**src/rtl/frame_loader_pkg.sv**
```systemverilog
// Shared definitions for the frame configuration loader: FSM states, the sync
// word and the header field layout.
package frame_loader_pkg;

  typedef enum logic [2:0] {
    UNSYNC,
    HEADER,
    DATA,
    SETUP,
    STROBE,
    HOLD
  } state_e;

  localparam logic [31:0] SYNC_WORD = 32'hFAB0_FAB1;

  localparam int DESYNC_BIT = 31;
  localparam int COL_HI     = 23;
  localparam int COL_LO     = 16;
  localparam int FRAME_HI   = 4;
  localparam int FRAME_LO   = 0;

  localparam int COL_W   = COL_HI - COL_LO + 1;
  localparam int FRAME_W = FRAME_HI - FRAME_LO + 1;

  localparam int FRAME_CNT_W = 16;

endpackage

```
**src/rtl/frame_strobe_decode.sv**
```systemverilog
// Turns a latched (column, frame) address into a one-hot frame strobe and
// reports addresses that fall outside the fabric.
module frame_strobe_decode
  import frame_loader_pkg::*;
#(
  parameter int MaxFramesPerCol = 20,
  parameter int NumColumns      = 4
) (
  input  logic [COL_W-1:0]                       col_i,
  input  logic [FRAME_W-1:0]                     frame_i,
  input  logic                                   en_i,
  output logic [NumColumns*MaxFramesPerCol-1:0]  strobe_o,
  output logic                                   bad_o
);

  // Compare at 32 bits so the limits never wrap in the narrow header fields.
  assign bad_o = (32'(col_i) >= 32'(NumColumns)) ||
                 (32'(frame_i) >= 32'(MaxFramesPerCol));

  always_comb begin
    strobe_o = '0;
    for (int c = 0; c < NumColumns; c++) begin
      for (int f = 0; f < MaxFramesPerCol; f++) begin
        strobe_o[c*MaxFramesPerCol + f] = en_i && !bad_o &&
                                          (32'(col_i) == 32'(c)) &&
                                          (32'(frame_i) == 32'(f));
      end
    end
  end

endmodule

```
**src/rtl/frame_config_loader.sv**
```systemverilog
// Bitstream-driven frame loader: waits for the sync word, then writes one
// frame per header/data pair with a setup/strobe/hold write sequence.
module frame_config_loader
  import frame_loader_pkg::*;
#(
  parameter int FrameBitsPerRow = 32,
  parameter int MaxFramesPerCol = 20,
  parameter int NumColumns      = 4
) (
  input  logic                                   UserCLK,
  input  logic                                   resetn,
  input  logic [FrameBitsPerRow-1:0]             s_data,
  input  logic                                   s_valid,
  output logic                                   s_ready,
  output logic [FrameBitsPerRow-1:0]             FrameData,
  output logic [NumColumns*MaxFramesPerCol-1:0]  FrameStrobe,
  output logic                                   synced,
  output logic                                   err,
  output logic [FRAME_CNT_W-1:0]                 frame_cnt
);

  state_e                     state_q, state_d;
  logic [COL_W-1:0]           col_q, col_d;
  logic [FRAME_W-1:0]         frame_q, frame_d;
  logic [FrameBitsPerRow-1:0] data_q, data_d;
  logic                       err_q, err_d;
  logic [FRAME_CNT_W-1:0]     cnt_q, cnt_d;
  logic                       live_q;
  logic                       accept;
  logic                       bad_addr;

  // live_q keeps s_ready low until the first edge after reset is released.
  assign s_ready = live_q &&
                   (state_q == UNSYNC || state_q == HEADER || state_q == DATA);
  assign accept  = s_valid && s_ready;

  // The strobe is decoded straight from state_q, so an async reset kills it at once.
  frame_strobe_decode #(
    .MaxFramesPerCol (MaxFramesPerCol),
    .NumColumns      (NumColumns)
  ) u_decode (
    .col_i    (col_q),
    .frame_i  (frame_q),
    .en_i     (state_q == STROBE),
    .strobe_o (FrameStrobe),
    .bad_o    (bad_addr)
  );

  always_comb begin
    // NOTE: every next-state value gets its hold value first, so no path infers a latch.
    state_d = state_q;
    col_d   = col_q;
    frame_d = frame_q;
    data_d  = data_q;
    err_d   = err_q;
    cnt_d   = cnt_q;

    unique case (state_q)
      UNSYNC: begin
        if (accept && s_data == FrameBitsPerRow'(SYNC_WORD)) begin
          state_d = HEADER;
          err_d   = 1'b0;
        end
      end
      HEADER: begin
        if (accept) begin
          if (s_data[DESYNC_BIT]) begin
            state_d = UNSYNC;
          end else begin
            col_d   = s_data[COL_HI:COL_LO];
            frame_d = s_data[FRAME_HI:FRAME_LO];
            state_d = DATA;
          end
        end
      end
      DATA: begin
        if (accept) begin
          data_d  = s_data;
          state_d = SETUP;
        end
      end
      SETUP:  state_d = STROBE;
      STROBE: begin
        if (bad_addr) begin
          err_d = 1'b1;
        end else if (cnt_q != '1) begin
          cnt_d = cnt_q + FRAME_CNT_W'(1);
        end
        state_d = HOLD;
      end
      HOLD:    state_d = HEADER;
      default: state_d = UNSYNC;
    endcase
  end

  // NOTE: state registers use non-blocking assignments so all of them update together at the edge.
  always_ff @(posedge UserCLK or negedge resetn) begin
    if (!resetn) begin
      state_q <= UNSYNC;
      col_q   <= '0;
      frame_q <= '0;
      data_q  <= '0;
      err_q   <= 1'b0;
      cnt_q   <= '0;
      live_q  <= 1'b0;
    end else begin
      state_q <= state_d;
      col_q   <= col_d;
      frame_q <= frame_d;
      data_q  <= data_d;
      err_q   <= err_d;
      cnt_q   <= cnt_d;
      live_q  <= 1'b1;
    end
  end

  assign FrameData = data_q;
  assign synced    = (state_q != UNSYNC);
  assign err       = err_q;
  assign frame_cnt = cnt_q;

endmodule

```
**config.mk**
```make
export PLATFORM = sky130hd
export DESIGN_NAME = frame_config_loader
export DESIGN_NICKNAME = d
export VERILOG_FILES = /design/src/rtl/frame_loader_pkg.sv /design/src/rtl/frame_strobe_decode.sv /design/src/rtl/frame_config_loader.sv
export SDC_FILE = /design/constraint.sdc
export NUM_CORES = 1
export LEC_CHECK = 0
export ABC_AREA = 1
export CAP_MARGIN = 0
export CORE_UTILIZATION = 30
export CTS_CLUSTER_DIAMETER = 50
export DETAILED_ROUTE_END_ITERATION = 12
export SYNTH_ARGS = -nofsm -noshare
export SYNTH_HDL_FRONTEND = slang
export SYNTH_SLANG_ARGS = --single-unit
```
**constraint.sdc**
```tcl
create_clock -name UserCLK -period 2.2 [get_ports UserCLK]
set_clock_uncertainty 0.1 [all_clocks]
set_input_delay 0.44 -clock UserCLK [delete_from_list [all_inputs] [get_ports UserCLK]]
set_output_delay 0.44 -clock UserCLK [all_outputs]
set_load 0.01 [all_outputs]
```
==> results.yml <==
timing:
  relSlewSlack_pct: 65.74
  fin_crit_sh_pct: 112.3
  finalSetupViolCount: 80
  slew_viol_final: 0
  hold_violations: 0
  hold_ws_ns: 0.3929
  fin_crit_ns: 2.471
  setup_slack_ns: -0.2706
  max_freq_ghz: 0.4048
  rsz0062_at_grt: "yes"
  worst_pin_slew_ns: 0.5139
setup_path:
  crit_buf_inv: 3
  cp_cell_sequence: "nor2_1 > nand4_1 > a21oi_4 > buf_4 > nand3_4 > buf_12 > nor3_1 > buf_2"
  worst_path_largest_cell_delay_ns: 0.38
  critPathRequiredTime_ns: 1.66
  worstSetupPathType: "flop to primary output"
  endpoint_kind: "primary output"
  cp-start-kind: "flop"
  cp_slowest_cell: "dfrtp_1"
  cp_max_fo: 20
  cp.arrival_ns: 1.93
  cpLargestDelayFamily: "simple AND/OR/NAND/NOR gates"
yosys:
  synth_area_per_cell_um2: 7.383
  synth_area_leader_cell: "dfrtp_1"
  async_flop_share_pct: 100.0
  synth_edf_count: 0
  synth_nets: 569
  yosys_register_bits: 66
  syn_area_um2: 3935
  synth_area_leaders: "dfrtp_1 42%, nand2_1 15%, nor3_1 10%, o21ai_0 4.1%, inv_1 4.0%"
  yosysUniqueCellTypes: 31
  synth_common_cells: "162 x nand2_1, 82 x nor3_1, 66 x dfrtp_1, 42 x inv_1, 39 x nor2_1"
  yosysWarningCount: 0
  synth_top_area_share_pct: 41.97
  synth-main-ff-cell: "dfrtp_1"
  synth_seq_area_share_pct: 41.97
  syn_inst: 533
  synth_most_common_cell: "nand2_1"
floorplan:
  die_w_um: 116.5
  initial_core_util_pct: 30.93
  core_area_um2: 12720
  rows: 41
  die-area_um2: 13580
  io_pins: 166
  die_h_um: 116.5
run_status:
  status: "complete, but fails checks"
  failed_checks: "negative setup slack"
placed_design:
  dp_hpwl_mm: 9.555
  port-buffer-count: 165
  place_congestion: 0.8376
  dp_cells: 872
  post-place-ws_ns: -0.4164
clock_network:
  clock_sinks: 66
  cts_root_buffer: "clkbuf_16"
  cts_buffers: 9
  insertion_delay_ns: 0.33
  cts_max_path_buffers: 2
  cts_tree: "built"
  htreeDepth: 3
  path_clk_slew_ns: 0.05
power:
  ir_drop_uv: 472.8
  finalPower_mw: 5.925
  power_density_nw_per_um2: 976.6
  power_leakage_nw: 2.844
final_layout:
  fin_util_pct: 47.69
  diodes: 0
  fin_nets: 752
  syn_to_final_growth_pct: 54.18
  final_layout_size_suffix_gt1_share_pct: 27.18
  fin_cells: 893
  fillers: 1327
global_route:
  antenna_found_initial: 0
  grt_pass1_vias: 4020
  grt-ovfl-total: 0
  grt_max_degree: 41
  grt_pass1_wl_mm: 20.44
  grt.total_usage_pct: 19.55
routing:
  ant_nets: 0
  drt-wirelength-per-cell_um: 14.56
  first_pass_iters: 5
  drc: 0
  first_iter_violations: 209
  viasPerCell: 4.679
  vias: 4178
  routed_wl_mm: 13.01
worst_hold_path:
  hp-class: "flop to flop"
run:
  cap_violations: 0
==> state kept, by name, indices dropped and copies added, names as in the netlist <==
name,cells
live_q,1
frame_cnt,16
FrameData,32
frame_q,5
state_q,3
err,1
col_q,8
==> final cells by class <==
| cell class | count | area (µm²) | area share, % |
|---|---|---|---|
| timing repair buffer | 201 | 1618 | 26.67 |
| clock inverter | 4 | 50.05 | 0.8249 |
| multi-input combinational | 393 | 2107 | 34.73 |
| tap | 172 | 215.2 | 3.547 |
| inverter | 45 | 168.9 | 2.784 |
| sequential | 66 | 1652 | 27.22 |
| clock buffer | 12 | 256.5 | 4.228 |
==> layout by cell type, fill, tap and decap left out, types with 2 or more instances in the layout <==
cell / count
buf_4: 28
xor2_1: 10
buf_2: 80
inv_2: 3
clkbuf_8: 2
nand4_1: 3
nor3_1: 45
buf_12: 6
a21oi_1: 14
nor2_4: 4
nor2_1: 39
clkinvlp_4: 2
o21ai_1: 3
o21ai_0: 32
dfrtp_1: 66
clkbuf_16: 9
nand2_1: 162
xnor2_1: 3
nor2_2: 3
clkdlybuf4s50_1: 82
dlygate4sd2_1: 2
nand3_1: 17
inv_1: 42
nor3_2: 42
nor3_4: 2
nand2_2: 5
==> per-stage QoR <==
| stage | setup TNS [ns] | cell area [µm²] |
|---|---|---|
| floorplan | 0 | 3935 |
| global placement | -14.56 | 5892 |
| detailed placement | -17.36 | 5892 |
| CTS | -16.73 | 5961 |
| global route | -27.91 | 6067 |
| finish | -17.57 | 6067 |
==> report_power, final <==
group          internal [mW]  total (mW)  leakage (nW)  switching [mW]
sequential              1.67        1.94         0.828           0.268
combinational           1.19        2.52          1.87            1.33
clock                  0.937        1.46         0.145           0.525
total                   3.80        5.93          2.84            2.13
==> worst reg2reg max path, cell delays in order (launching register included) <==
cell and delay [ns]:
dfrtp_1 0.38, nor2_1 0.12, nand4_1 0.19, a21oi_4 0.17, buf_4 0.14, buf_4 0.10, buf_4 0.11, nand2_2 0.06
nor2_4 0.31, nand2_1 0.09, nand2_1 0.08
==> path summary, 6_finish.rpt <==
| check | end | cells past startpoint | slack (ns) | from |
|---|---|---|---|---|
| max | FrameStrobe[55] | 8 | -0.27 | col_q[5]$_DFFE_PN0P_ |
| min | FrameData[27]$_DFFE_PN0P_ | 2 | 0.39 | FrameData[27]$_DFFE_PN0P_ |
| max reg2reg | frame_cnt[0]$_DFFE_PN0P_ | 10 | 0.28 | col_q[5]$_DFFE_PN0P_ |
| min reg2reg | FrameData[27]$_DFFE_PN0P_ | 2 | 0.39 | FrameData[27]$_DFFE_PN0P_ |
| max in group asynchronous | col_q[7]$_DFFE_PN0P_ | 3 | 0.90 | resetn |
| min in group asynchronous | FrameData[30]$_DFFE_PN0P_ | 2 | 0.52 | resetn |
==> logic make-up (layout without fill, tap and decap cells) <==
kind of cell    Yosys count  count (layout)  synth area share (%)
compound gates           51              51                 6.868
xor+xnor                 13              13                 2.894
fa+ha+maj                 1               1                0.3179
buf+inv                  74             262                 9.698
flops                    66              66                 41.97
other cells               1               1               0.09530
simple gates            327             327                 38.16
==> what timing repair did <==
item                       4_1_cts  5_1_grt
cloned                           1        0
setup endpoints to repair       82       80
hold buffers                     1        0
hold endpoints to repair         8        0
resized for setup              346       21
pin swaps                        1        1
setup buffers                    3        0
==> routing by layer <==
| layer | share of wire, % | track usage, % |
|---|---|---|
| met4 | 1.3 | 5.907 |
| met5 | 0 | 0 |
| met3 | 6.6 | 3.840 |
| met2 | 51 | 36.96 |
| met1 | 41 | 22.00 |
No activity file was read; power rests on OpenSTA's default activity.
